File: src/rtl/seq_shift_left.sv
// Multi-cycle shift-left / rotate-left unit, one bit position per clock.
// Start/busy/done handshake; carry reports the last bit shifted out.
module seq_shift_left #(
  parameter int WIDTH = 8,
  parameter int AMT_W = 4
) (
  input  logic             clk,
  input  logic             rst_n,
  input  logic             start,
  input  logic [WIDTH-1:0] a,
  input  logic [WIDTH-1:0] b,
  input  logic             rot,
  output logic             busy,
  output logic             done,
  output logic [WIDTH-1:0] result,
  output logic             carry
);

  localparam int CNT_W = AMT_W + 1;
  localparam logic [CNT_W-1:0] WIDTH_C = CNT_W'(WIDTH);

  typedef enum logic [1:0] {
    IDLE  = 2'd0,
    SHIFT = 2'd1,
    DONE  = 2'd2
  } state_e;

  state_e             state_r, state_s;
  logic [WIDTH-1:0]   work_r, work_s;
  logic [CNT_W-1:0]   count_r, count_s;
  logic               rot_r, rot_s;
  logic [WIDTH-1:0]   result_s;
  logic               carry_s;
  logic [AMT_W-1:0]   amt_s;
  logic [CNT_W-1:0]   k_s;
  logic               zero_s;
  logic [WIDTH-1:0]   shifted_s;
  logic               b_unused_s;

  // Rotations wrap modulo WIDTH; logical shifts keep the raw amount.
  function automatic logic [CNT_W-1:0] eff_count(input logic [AMT_W-1:0] amt,
                                                 input logic rot_i);
    logic [CNT_W-1:0] ext;
    ext = {1'b0, amt};
    if (rot_i) begin
      eff_count = ext % WIDTH_C;
    end else begin
      eff_count = ext;
    end
  endfunction

  // A logical shift by WIDTH or more clears the operand outright.
  function automatic logic is_fast_zero(input logic [AMT_W-1:0] amt,
                                        input logic rot_i);
    is_fast_zero = !rot_i && ({1'b0, amt} >= WIDTH_C);
  endfunction

  assign b_unused_s = ^b[WIDTH-1:AMT_W];

  // Next-state, working register and result/carry update logic.
  always_comb begin
    state_s   = state_r;
    work_s    = work_r;
    count_s   = count_r;
    rot_s     = rot_r;
    result_s  = result;
    carry_s   = carry;
    amt_s     = b[AMT_W-1:0];
    k_s       = eff_count(amt_s, rot);
    zero_s    = is_fast_zero(amt_s, rot);
    shifted_s = {work_r[WIDTH-2:0], rot_r & work_r[WIDTH-1]};
    case (state_r)
      IDLE, DONE: begin
        if (start) begin
          if (zero_s) begin
            state_s  = DONE;
            result_s = {WIDTH{1'b0}};
            carry_s  = 1'b0;
          end else if (k_s == {CNT_W{1'b0}}) begin
            state_s  = DONE;
            result_s = a;
            carry_s  = 1'b0;
          end else begin
            state_s  = SHIFT;
            count_s  = k_s;
            work_s   = a;
            rot_s    = rot;
          end
        end else begin
          state_s = IDLE;
        end
      end
      SHIFT: begin
        work_s  = shifted_s;
        count_s = count_r - CNT_W'(1);
        // The final step publishes the result; earlier steps leave it untouched.
        if (count_r == CNT_W'(1)) begin
          state_s  = DONE;
          result_s = shifted_s;
          carry_s  = work_r[WIDTH-1];
        end else begin
          state_s  = SHIFT;
        end
      end
      default: begin
        state_s = IDLE;
      end
    endcase
  end

  // State, working registers and registered handshake outputs.
  always_ff @(posedge clk or negedge rst_n) begin
    if (!rst_n) begin
      state_r <= IDLE;
      work_r  <= {WIDTH{1'b0}};
      count_r <= {CNT_W{1'b0}};
      rot_r   <= 1'b0;
      result  <= {WIDTH{1'b0}};
      carry   <= 1'b0;
      busy    <= 1'b0;
      done    <= 1'b0;
    end else begin
      state_r <= state_s;
      work_r  <= work_s;
      count_r <= count_s;
      rot_r   <= rot_s;
      result  <= result_s;
      carry   <= carry_s;
      busy    <= (state_s == SHIFT);
      done    <= (state_s == DONE);
    end
  end

endmodule

File: config.mk
export PLATFORM = sky130hd
export DESIGN_NAME = seq_shift_left
export DESIGN_NICKNAME = d
export VERILOG_FILES = /design/src/rtl/seq_shift_left.sv
export SDC_FILE = /design/constraint.sdc
export NUM_CORES = 1
export LEC_CHECK = 0
export BUFFER_PORTS_ARGS = -buffer_cell sky130_fd_sc_hd__buf_4
export CORE_MARGIN = 3
export CORE_UTILIZATION = 30
export DETAILED_ROUTE_END_ITERATION = 8
export GPL_TIMING_DRIVEN = 0
export RECOVER_POWER = 100
export SETUP_SLACK_MARGIN = 0.2
export SLEW_MARGIN = 5
export SYNTH_ARGS = -nofsm -noshare
export SYNTH_HDL_FRONTEND = slang
export SYNTH_SLANG_ARGS = --single-unit
File: constraint.sdc
create_clock -name clk -period 1.5 [get_ports clk]
set_input_delay 0.3 -clock clk [delete_from_list [all_inputs] [get_ports clk]]
set_output_delay 0.3 -clock clk [all_outputs]
set_load 0.05 [all_outputs]
# Word level (Yosys, flattened, before mapping)
# Index checks and enable logic that the tools add are counted.
dict set report totals {
  mem_bits_ro 0
  wordCells 56
  register_bits 27
  mem_bits_rw 0
  latch_bits 0
  output_inout_bits 11
  memories 0
}
dict set report classes {
  n_reduce_logical 9
  div 0
  mux 24
  shifts 0
  n_mul 0
  add_sub_neg 1
  bitwise_logic 3
  n_lt_le_gt_ge 1
  eq_ne 10
}
# cell count
set op_table {}
lappend op_table {{8-bit 2-to-1 mux} 7}
lappend op_table {{8-bit one-hot mux with 2 select lines} 2}
lappend op_table {{5-bit 2-to-1 mux} 3}
lappend op_table {{4-bit AND reduction} 3}
lappend op_table {{5-bit one-hot mux with 2 select lines} 1}
lappend op_table {{2-bit 2-to-1 mux} 4}
lappend op_table {{2-bit inequality test, second input constant} 4}
lappend op_table {{5-bit by 1-bit == test with 1-bit output, second input constant} 1}
lappend op_table {{5-bit zero test} 1}
lappend op_table {{5-bit by 1-bit subtractor with 5-bit output, second input constant} 1}
lappend op_table {{2-bit by 1-bit == test with 1-bit output, second input constant} 2}
lappend op_table {{2-bit == test, second input constant} 2}
lappend op_table {{4-bit greater-or-equal comparator, second input constant} 1}
lappend op_table {{1-bit 2-to-1 mux} 4}
lappend op_table {{4-bit 2-to-1 mux} 1}
lappend op_table {{2-bit one-hot mux with 2 select lines} 1}
lappend op_table {{3-bit inequality test, second input constant} 1}
lappend op_table {{2-bit zero test} 1}
lappend op_table {{1-bit NOT} 2}
lappend op_table {{1-bit one-hot mux with 2 select lines} 1}
lappend op_table {{2-bit nonzero test} 1}
lappend op_table {{2-bit OR reduction} 1}
lappend op_table {{1-bit bitwise AND} 1}
lappend op_table {{1-bit logical AND} 1}
lappend op_table {{1-bit zero test} 1}

# Longest topological paths before layout
# Gate-level depths: netlist of the first run.
dict set report depth {
  word_depth 7
  depth_mapped 5
}

# Worst setup path after synthesis of the first run
# Ideal clock, no wire load.
dict set report synth_path {
  kind {register -> register}
  startpoint {register count_r[1]}
  endpoint {register carry}
  path_stages_with_launch 6
  slack_ns 0.036
  required_time_ns 1.375
  path_buffers 0
  t_arrival_ns 1.340
  path_cell_list {dfrtp_1 -> inv_1 -> ha_1 -> nand3b_4 -> o22ai_4 -> mux2_2}
}
dict set report synth_via {
  elab_chain_cells 3
}
# item line
set synth_lines {}
lappend synth_lines {{from (decl)} 30} ;# logic [CNT_W-1:0] count_r, count_s;
lappend synth_lines {{from (signal assigned)} 116} ;# count_r <= {CNT_W{1'b0}};
lappend synth_lines {{from (signal assigned)} 125} ;# count_r <= count_s;
lappend synth_lines {{5-bit by 1-bit == test with 1-bit output} 97} ;# if (count_r == CNT_W'(1)) begin
lappend synth_lines {{2-bit inequality test (no source line)} n/a}
lappend synth_lines {{4-bit AND reduction (no source line)} n/a}
lappend synth_lines {{to (signal assigned)} 128} ;# carry <= carry_s;
lappend synth_lines {{to (decl)} 16} ;# output logic carry
# No other way between the ends.
# A chain may end at the register's enable or synchronous reset.

# Worst setup path after layout of the first run
dict set report layout_path {
  startpoint {register state_r[1]}
  endpoint {register result[6]}
}
dict set report layout_via {
  elab_chain_cells 4
  word_cells_on_any_way 10
}
# item line
set layout_lines {}
lappend layout_lines {{from (decl)} 28} ;# state_e state_r, state_s;
lappend layout_lines {{from (signal assigned)} 123} ;# state_r <= state_s;
lappend layout_lines {{2-bit == test or 2-bit zero test (tied branches)} 72} ;# case (state_r)
lappend layout_lines {{2-bit OR reduction} 72}
lappend layout_lines {{3-bit inequality test (no source line), or another cell as far along} n/a}
lappend layout_lines {{4-bit AND reduction (no source line)} n/a}
lappend layout_lines {{to (signal assigned)} 118} ;# result <= {WIDTH{1'b0}};
lappend layout_lines {{to (signal assigned)} 127} ;# result <= result_s;
lappend layout_lines {{to (decl)} 15} ;# output logic [WIDTH-1:0] result,
# Several ways; a longest one is shown, not always the timed one.

==> summary.txt, run 1 <==
Yosys
  – Post-synth top area share: 0.501
  – Ys Warns: 0
  – Async S/R FF share, synth: 1.00
  – Fraction of the mapped netlist area in adder cells: 0.0186
  – Syn Nets: 134
  – Yosys top cell by area: dfrtp_1
  – Synth Area in Compound Gates: 0.146
  – Number of synthesized flops with an enable pin: 0
  – Syn Inst Count: 112
  – Most common cell in the netlist: dfrtp_1
  – #FFs+latches synth: 27
  – Commonest cells post-synth: dfrtp_1, mux2i_1, nand2_1, a22o_1, mux2_2
  – Largest family of logic cells by synthesized area: multiplexers
  – Post-Syn Area: 1350 um^2
  – Synth Area in Simple Gates: 0.119
  – Post-synthesis mux area share: 0.175
  – Top FF cell, synth: dfrtp_1
  – Synth top area cells: dfrtp_1, mux2i_1, mux2_2, a22o_1, o21ai_0
  – Sequential area share after synthesis: 0.501
  – XOR/XNOR Fraction of Synth Area: 0.00649
  – Post-synth cell types: 32
  – Mean Syn Cell Area: 12.0 um^2

Critical path
  – Worst Path Max Fanout: 7
  – Endpoint type of the worst setup path: flop
  – Critical Path RT: 1.66 ns
  – Critical path's slowest cell: dfrtp_1
  – Critical path buffers and inverters: 3
  – Crit-path leading delay family: buffers and inverters
  – Worst Path Arrival: 1.72 ns
  – Crit path kind: reg2reg
  – Crit-path cells: nand2b_1 -> buf_4 -> o22ai_4 -> buf_6 -> buf_16 -> mux2_4
  – Startpoint Class: flop
  – Max incr delay on CP: 0.38 ns

Power and ir drop
  – Max VDD drop: 0.730 mV
  – Cell area power density: 2230 nW/um^2
  – Leak: 0.880 nW

Drt
  – Vias post-DR: 1,009
  – Vias per cell: 4.90
  – ANT nets after route: 0
  – Final wirelength: 3.21 mm
  – DR WL/cell: 15.6 um
  – Initial drt markers: 52
  – DRT Pass-1 Iters: 4
  – # DRC: 0

Worst hold path
  – Worst min path class: in2reg

Timing
  – Relative slew margins: 0.550
  – Final setup violation count: 9
  – Fin. Hold Viols: 0
  – Worst Slack Setup Final: -0.0596 ns
  – Layout Skew: 0.00163 ns
  – Period minus WS final: 1.56 ns
  – RSZ-0062 raised after global routing: yes
  – Hold slack: 0.264 ns
  – Slew of the pin with the lowest slew margin: 0.674 ns
  – Fmax: 641 MHz
  – Final Cycle Share: 1.04
  – Slew Limit Fails: 0

Die
  – Total I/O pin count: 31
  – Core Region: 4170 um^2
  – Die height: 73.1 um
  – Die W: 73.1 um
  – Starting Density: 0.323
  – Die area: 5340 um^2
  – Site Rows: 23

Global route
  – Vias in the first global route: 1,121
  – Largest net degree at the start of global routing: 28
  – First-pass GRT wire length: 5.41 mm
  – Congestion Overflow GR: 0
  – Global Route Usage Sum: 0.132
  – Initial antenna violation count: 0

CTS
  – # H-tree levels: 1
  – CTS Buf Count: 3
  – Worst-path clk slew: 0.09 ns
  – Clk Latency, worst-skew pair: 0.27 ns
  – Clock sink total: 27
  – CTS tree: yes
  – Clk root buf: clkbuf_8
  – Clock Path Buffers: 2

Place
  – Pre-CTS setup slack: -0.197 ns
  – I/O Buffers: 26
  – RD Place Congestion: 0.713
  – Placed Cells: 188
  – DP HPWL: 2.04 mm

Final layout
  – Layout Nets: 179
  – Layout cells sized above 1: 0.468
  – Final Non-Filler Cells: 206
  – Layout area overhead: 36.7%
  – N_diodes: 0

Status
  – Violated checks: negative setup slack
  – Status: finished with violations

Flow run
  – Max_cap viols: 0
## worst register-to-register path, stage by stage, from the launching register on
cell	delay, ns
dfrtp_1	0.38
nand2b_1	0.14
buf_4	0.17
o22ai_4	0.21
buf_6	0.14
buf_16	0.12
mux2_4	0.29
## final timing paths
kind / from / endpoint / slack [ns] / cells after the start
min: rot / rot_r / 0.26 / 2
min in group asynchronous: rst_n / done / 0.59 / 2
min reg2reg: count_r[4] / count_r[4] / 0.51 / 1
max: state_r[1] / result[6] / -0.06 / 6
max in group asynchronous: rst_n / count_r[2] / 0.44 / 2
max reg2reg: state_r[1] / result[6] / -0.06 / 6
## registers in the layout (all words and copies together), names as in the netlist
register  count
state_r       2
busy          1
done          1
result        8
carry         1
work_r        8
rot_r         1
count_r       5
## stage by stage
step / setup TNS [ns] / utilization / area [um^2] / power (W)
5_1_grt: -0.994 / 0.442 / 1840 / 0.00441
3_3_place_gp: -1.57 / 0.386 / 1610 / 0.00325
6_report: -0.480 / 0.442 / 1840 / 0.00411
3_5_place_dp: -1.72 / 0.386 / 1610 / 0.00330
4_1_cts: -0.423 / 0.445 / 1860 / 0.00419
2_1_floorplan: 0 / - / 1350 / 0.00275
## cell families (layout without fill, tap and decap cells)
group	Yosys count	in the layout
multiplexers	22	22
buffers and inverters	8	52
XOR/XNOR	1	1
flip-flops	27	27
AND/OR/NAND/NOR	26	26
AO/OA/AOI/OAI	26	26
adder cells (fa/ha/maj)	2	2
## layout by cell type (no fill, tap or decap), types with 2 or more instances in the layout
master	instances
a21oi_1	3
a22o_1	9
buf_4	26
buf_6	4
clkbuf_2	12
clkbuf_8	3
dfrtp_1	26
mux2_4	10
mux2i_1	12
nand2_1	10
nor2_1	2
nor2_2	2
nor3_2	2
o21ai_1	8
## final cells by class
cell class                      count  area [um^2]
Fill cell                         400         2330
Multi-Input combinational cell     77          689
Sequential cell                    27          677
Timing Repair Buffer               40          313
Tap cell                           50         62.6
Buffer                              6         50.0
Clock buffer                        4         45.0
Inverter                            2         7.51
## power breakdown
part	leakage (nW)	total, W	internal (W)	switching [W]
sequential	0.339	0.00127	0.00105	0.000213
clock	0.0228	0.000413	0.000190	0.000222
combinational	0.519	0.00243	0.00108	0.00135
total	0.880	0.00411	0.00233	0.00178
## what timing repair did
| action | in CTS | in global routing |
|---|---|---|
| endpoints found under the setup margin | 26 | 25 |
| cloned | 1 | 0 |
| endpoints found under the hold margin | 27 | 0 |
| hold buffers | 1 | 0 |
| buffers inserted | 11 | 1 |
| gates resized for setup | 27 | 4 |
| pin swaps | 2 | 3 |
## routing by layer
| layer | vias up | part of all wire | track usage |
|---|---|---|---|
| met5 | - | 0 | 0 |
| met4 | 0 | 0.0072 | 0.0307 |
| met3 | 2 | 0.046 | 0.0331 |
| met2 | 23 | 0.51 | 0.217 |
| met1 | 494 | 0.44 | 0.172 |
| li1 | 490 | - | - |
Note: power is estimated with default switching activity, not from simulation.
==> inputs of run 2 (changes only) <==
Settings changed: CORE_MARGIN 3 to default.
Clock period 1.5 ns to 1.65 ns, I/O delays scaled along.
==> run 2 against run 1 <==
Net effect: the run now ends clean; global-route usage rose by 0.46 points; sequential power down 9%; critical path depth shrank 1; non-clock buffer count grew 1; flip-flop and latch count unchanged; clock-buffer cell count is 1 lower.
==> summary.txt, run 2 (synthesis gave the netlist of run 1 again) <==
CTS
  – Clk root buf: clkbuf_8
  – CTS Buf Count: 3
  – CTS tree: yes
  – Clk Latency, worst-skew pair: 0.28 ns
  – # H-tree levels: 1
  – Clock Path Buffers: 2
  – Worst-path clk slew: 0.09 ns
  – Clock sink total: 27

Critical path
  – Reg2Reg Depth: 5
  – Worst Path Max Fanout: 6
  – Endpoint type of the worst setup path: flop
  – FF-to-FF setup slack: 0.11 ns
  – Worst Path Arrival: 1.69 ns
  – Beginning of the worst register-to-register path: state_r[0]
  – Critical path's slowest cell: dfrtp_1
  – Crit-path cells: nand2b_4 -> or3_1 -> buf_6 -> a221oi_2 -> a21oi_2
  – CP Launch Point: state_r[0]
  – Startpoint Class: flop
  – Reg-to-reg endpoint: count_r[2]
  – Max incr delay on CP: 0.43 ns
  – Critical Path RT: 1.80 ns
  – Crit path kind: reg2reg

Status
  – Status: completed

Power and ir drop
  – Cell area power density: 2010 nW/um^2
  – Leak: 0.848 nW
  – Total Power: 0.00368 W
  – Max VDD drop: 0.587 mV

Place
  – I/O Buffers: 26
  – DP Area: 1610 um^2
  – RD Place Congestion: 0.815
  – DP HPWL: 1.91 mm

Final layout
  – Layout area overhead: 35.5%
  – Layout cells sized above 1: 0.395
  – Layout Nets: 180
  – Area of the multi-input gates: 693 um^2
  – Most frequent cells in the layout: buf_4, dfrtp_1, mux2i_1
  – Biggest regs: result: 8 flops, work_r: 8 flops, count_r: 5 flops
  – Post-route cell area: 1830 um^2
  – N_diodes: 0
  – Fill cells: 444
  – Storage cell area: 677 um^2

Drt
  – DRT Pass-1 Iters: 4
  – Final wirelength: 3.20 mm
  – Vias post-DR: 1,034
  – Vias per cell: 4.95
  – ANT nets after route: 0
  – DR WL/cell: 15.3 um
  – # DRC: 0
  – Initial drt markers: 47

Timing
  – Slew of the pin with the lowest slew margin: 0.709 ns
  – Slew Limit Fails: 0
  – Relative slew margins: 0.528
  – Layout Skew: 0.0101 ns
  – Fmax: 649 MHz
  – Hold slack: 0.300 ns
  – RSZ-0062 raised after global routing: yes
  – Final setup violation count: 0
  – Fin. Hold Viols: 0
  – Period minus WS final: 1.54 ns
  – TNS Setup: 0 ns
  – Final Cycle Share: 0.934

Worst hold path
  – Min-Delay Endpoint: rot_r
  – Hold path start: rot
  – Hold path depth: 2
  – Worst min path class: in2reg

Global route
  – First-pass GRT wire length: 5.19 mm
  – Global Route Usage Sum: 0.136
  – Largest net degree at the start of global routing: 28
  – Initial antenna violation count: 0
  – Vias in the first global route: 1,060
  – Congestion Overflow GR: 0

Flow run
  – Max_cap viols: 0

Die
  – Site Rows: 24
  – Die height: 69.1 um
  – Total I/O pin count: 31
  – Starting Density: 0.312
  – Core Region: 4320 um^2
  – Die area: 4770 um^2
  – Die W: 69.1 um
-- run 2: cell types whose count changed in the layout (fill, tap and decap cells not counted), moves of 2 or more --
cell and change:
mux2_1 +2, buf_6 -2, o21ai_1 -6, mux2_4 -2, clkbuf_1 +10, clkbuf_2 -7, o21ai_0 +6
-- run 2: per-stage QoR --
stage | util | setup WS (ns) | cells
2_1_floorplan | - | 0.186 | 112
3_3_place_gp | 0.372 | -0.0324 | 190
3_5_place_dp | 0.372 | -0.0449 | 190
4_1_cts | 0.419 | 0.0879 | 206
5_1_grt | 0.423 | 0.0619 | 209
6_report | 0.423 | 0.109 | 209
-- run 2: report_power, final --
part           leakage, nW  switching [W]  internal (W)  total [W]
Clock               0.0255       0.000217      0.000169   0.000387
Combinational        0.484        0.00122      0.000920    0.00214
Sequential           0.339       0.000195      0.000958    0.00115
-- run 2: layout make-up --
| class | count | area share |
|---|---|---|
| multi-input combinational | 77 | 0.379 |
| sequential | 27 | 0.370 |
| timing repair buffer | 41 | 0.161 |
| tap | 52 | 0.0356 |
| buffer | 6 | 0.0246 |
| clock buffer | 3 | 0.0226 |
| inverter | 2 | 0.00411 |
| clock inverter | 1 | 0.00274 |
-- run 2: routing by layer --
metal,global-route usage,share of wire,vias up
li1,-,-,489
met1,0.180,0.46,521
met2,0.225,0.50,20
met3,0.0190,0.027,4
met4,0.0499,0.0091,0
met5,0,0,-
-- run 2: repair_timing --
action / CTS / global route
resized for setup: 10 / 26
endpoints found under the setup margin: 12 / 25
hold buffers: 1 / 0
pin swaps: 4 / 6
endpoints found under the hold margin: 27 / 0
cloned: 1 / 1
setup buffers: 10 / 2
-- run 2: critical path: cells and delay by family (launching register included) --
family          cells  cell delay (ns)
simple gates        2             0.52
flops               1             0.43
compound gates      2             0.32
buf+inv             1             0.16
-- run 2: how the worst max path moves through the flow --
| stage | to | depth (start not counted) | slack (ns) |
|---|---|---|---|
| 5_1_grt | result[6] | 6 | 0.06 |
| 3_3_place_gp | result[5] | 5 | -0.03 |
| 4_1_cts | result[4] | 6 | 0.09 |
| 3_5_place_dp | result[4] | 5 | -0.04 |
| 6_report | count_r[2] | 5 | 0.11 |
| 2_1_floorplan | carry | 5 | 0.19 |
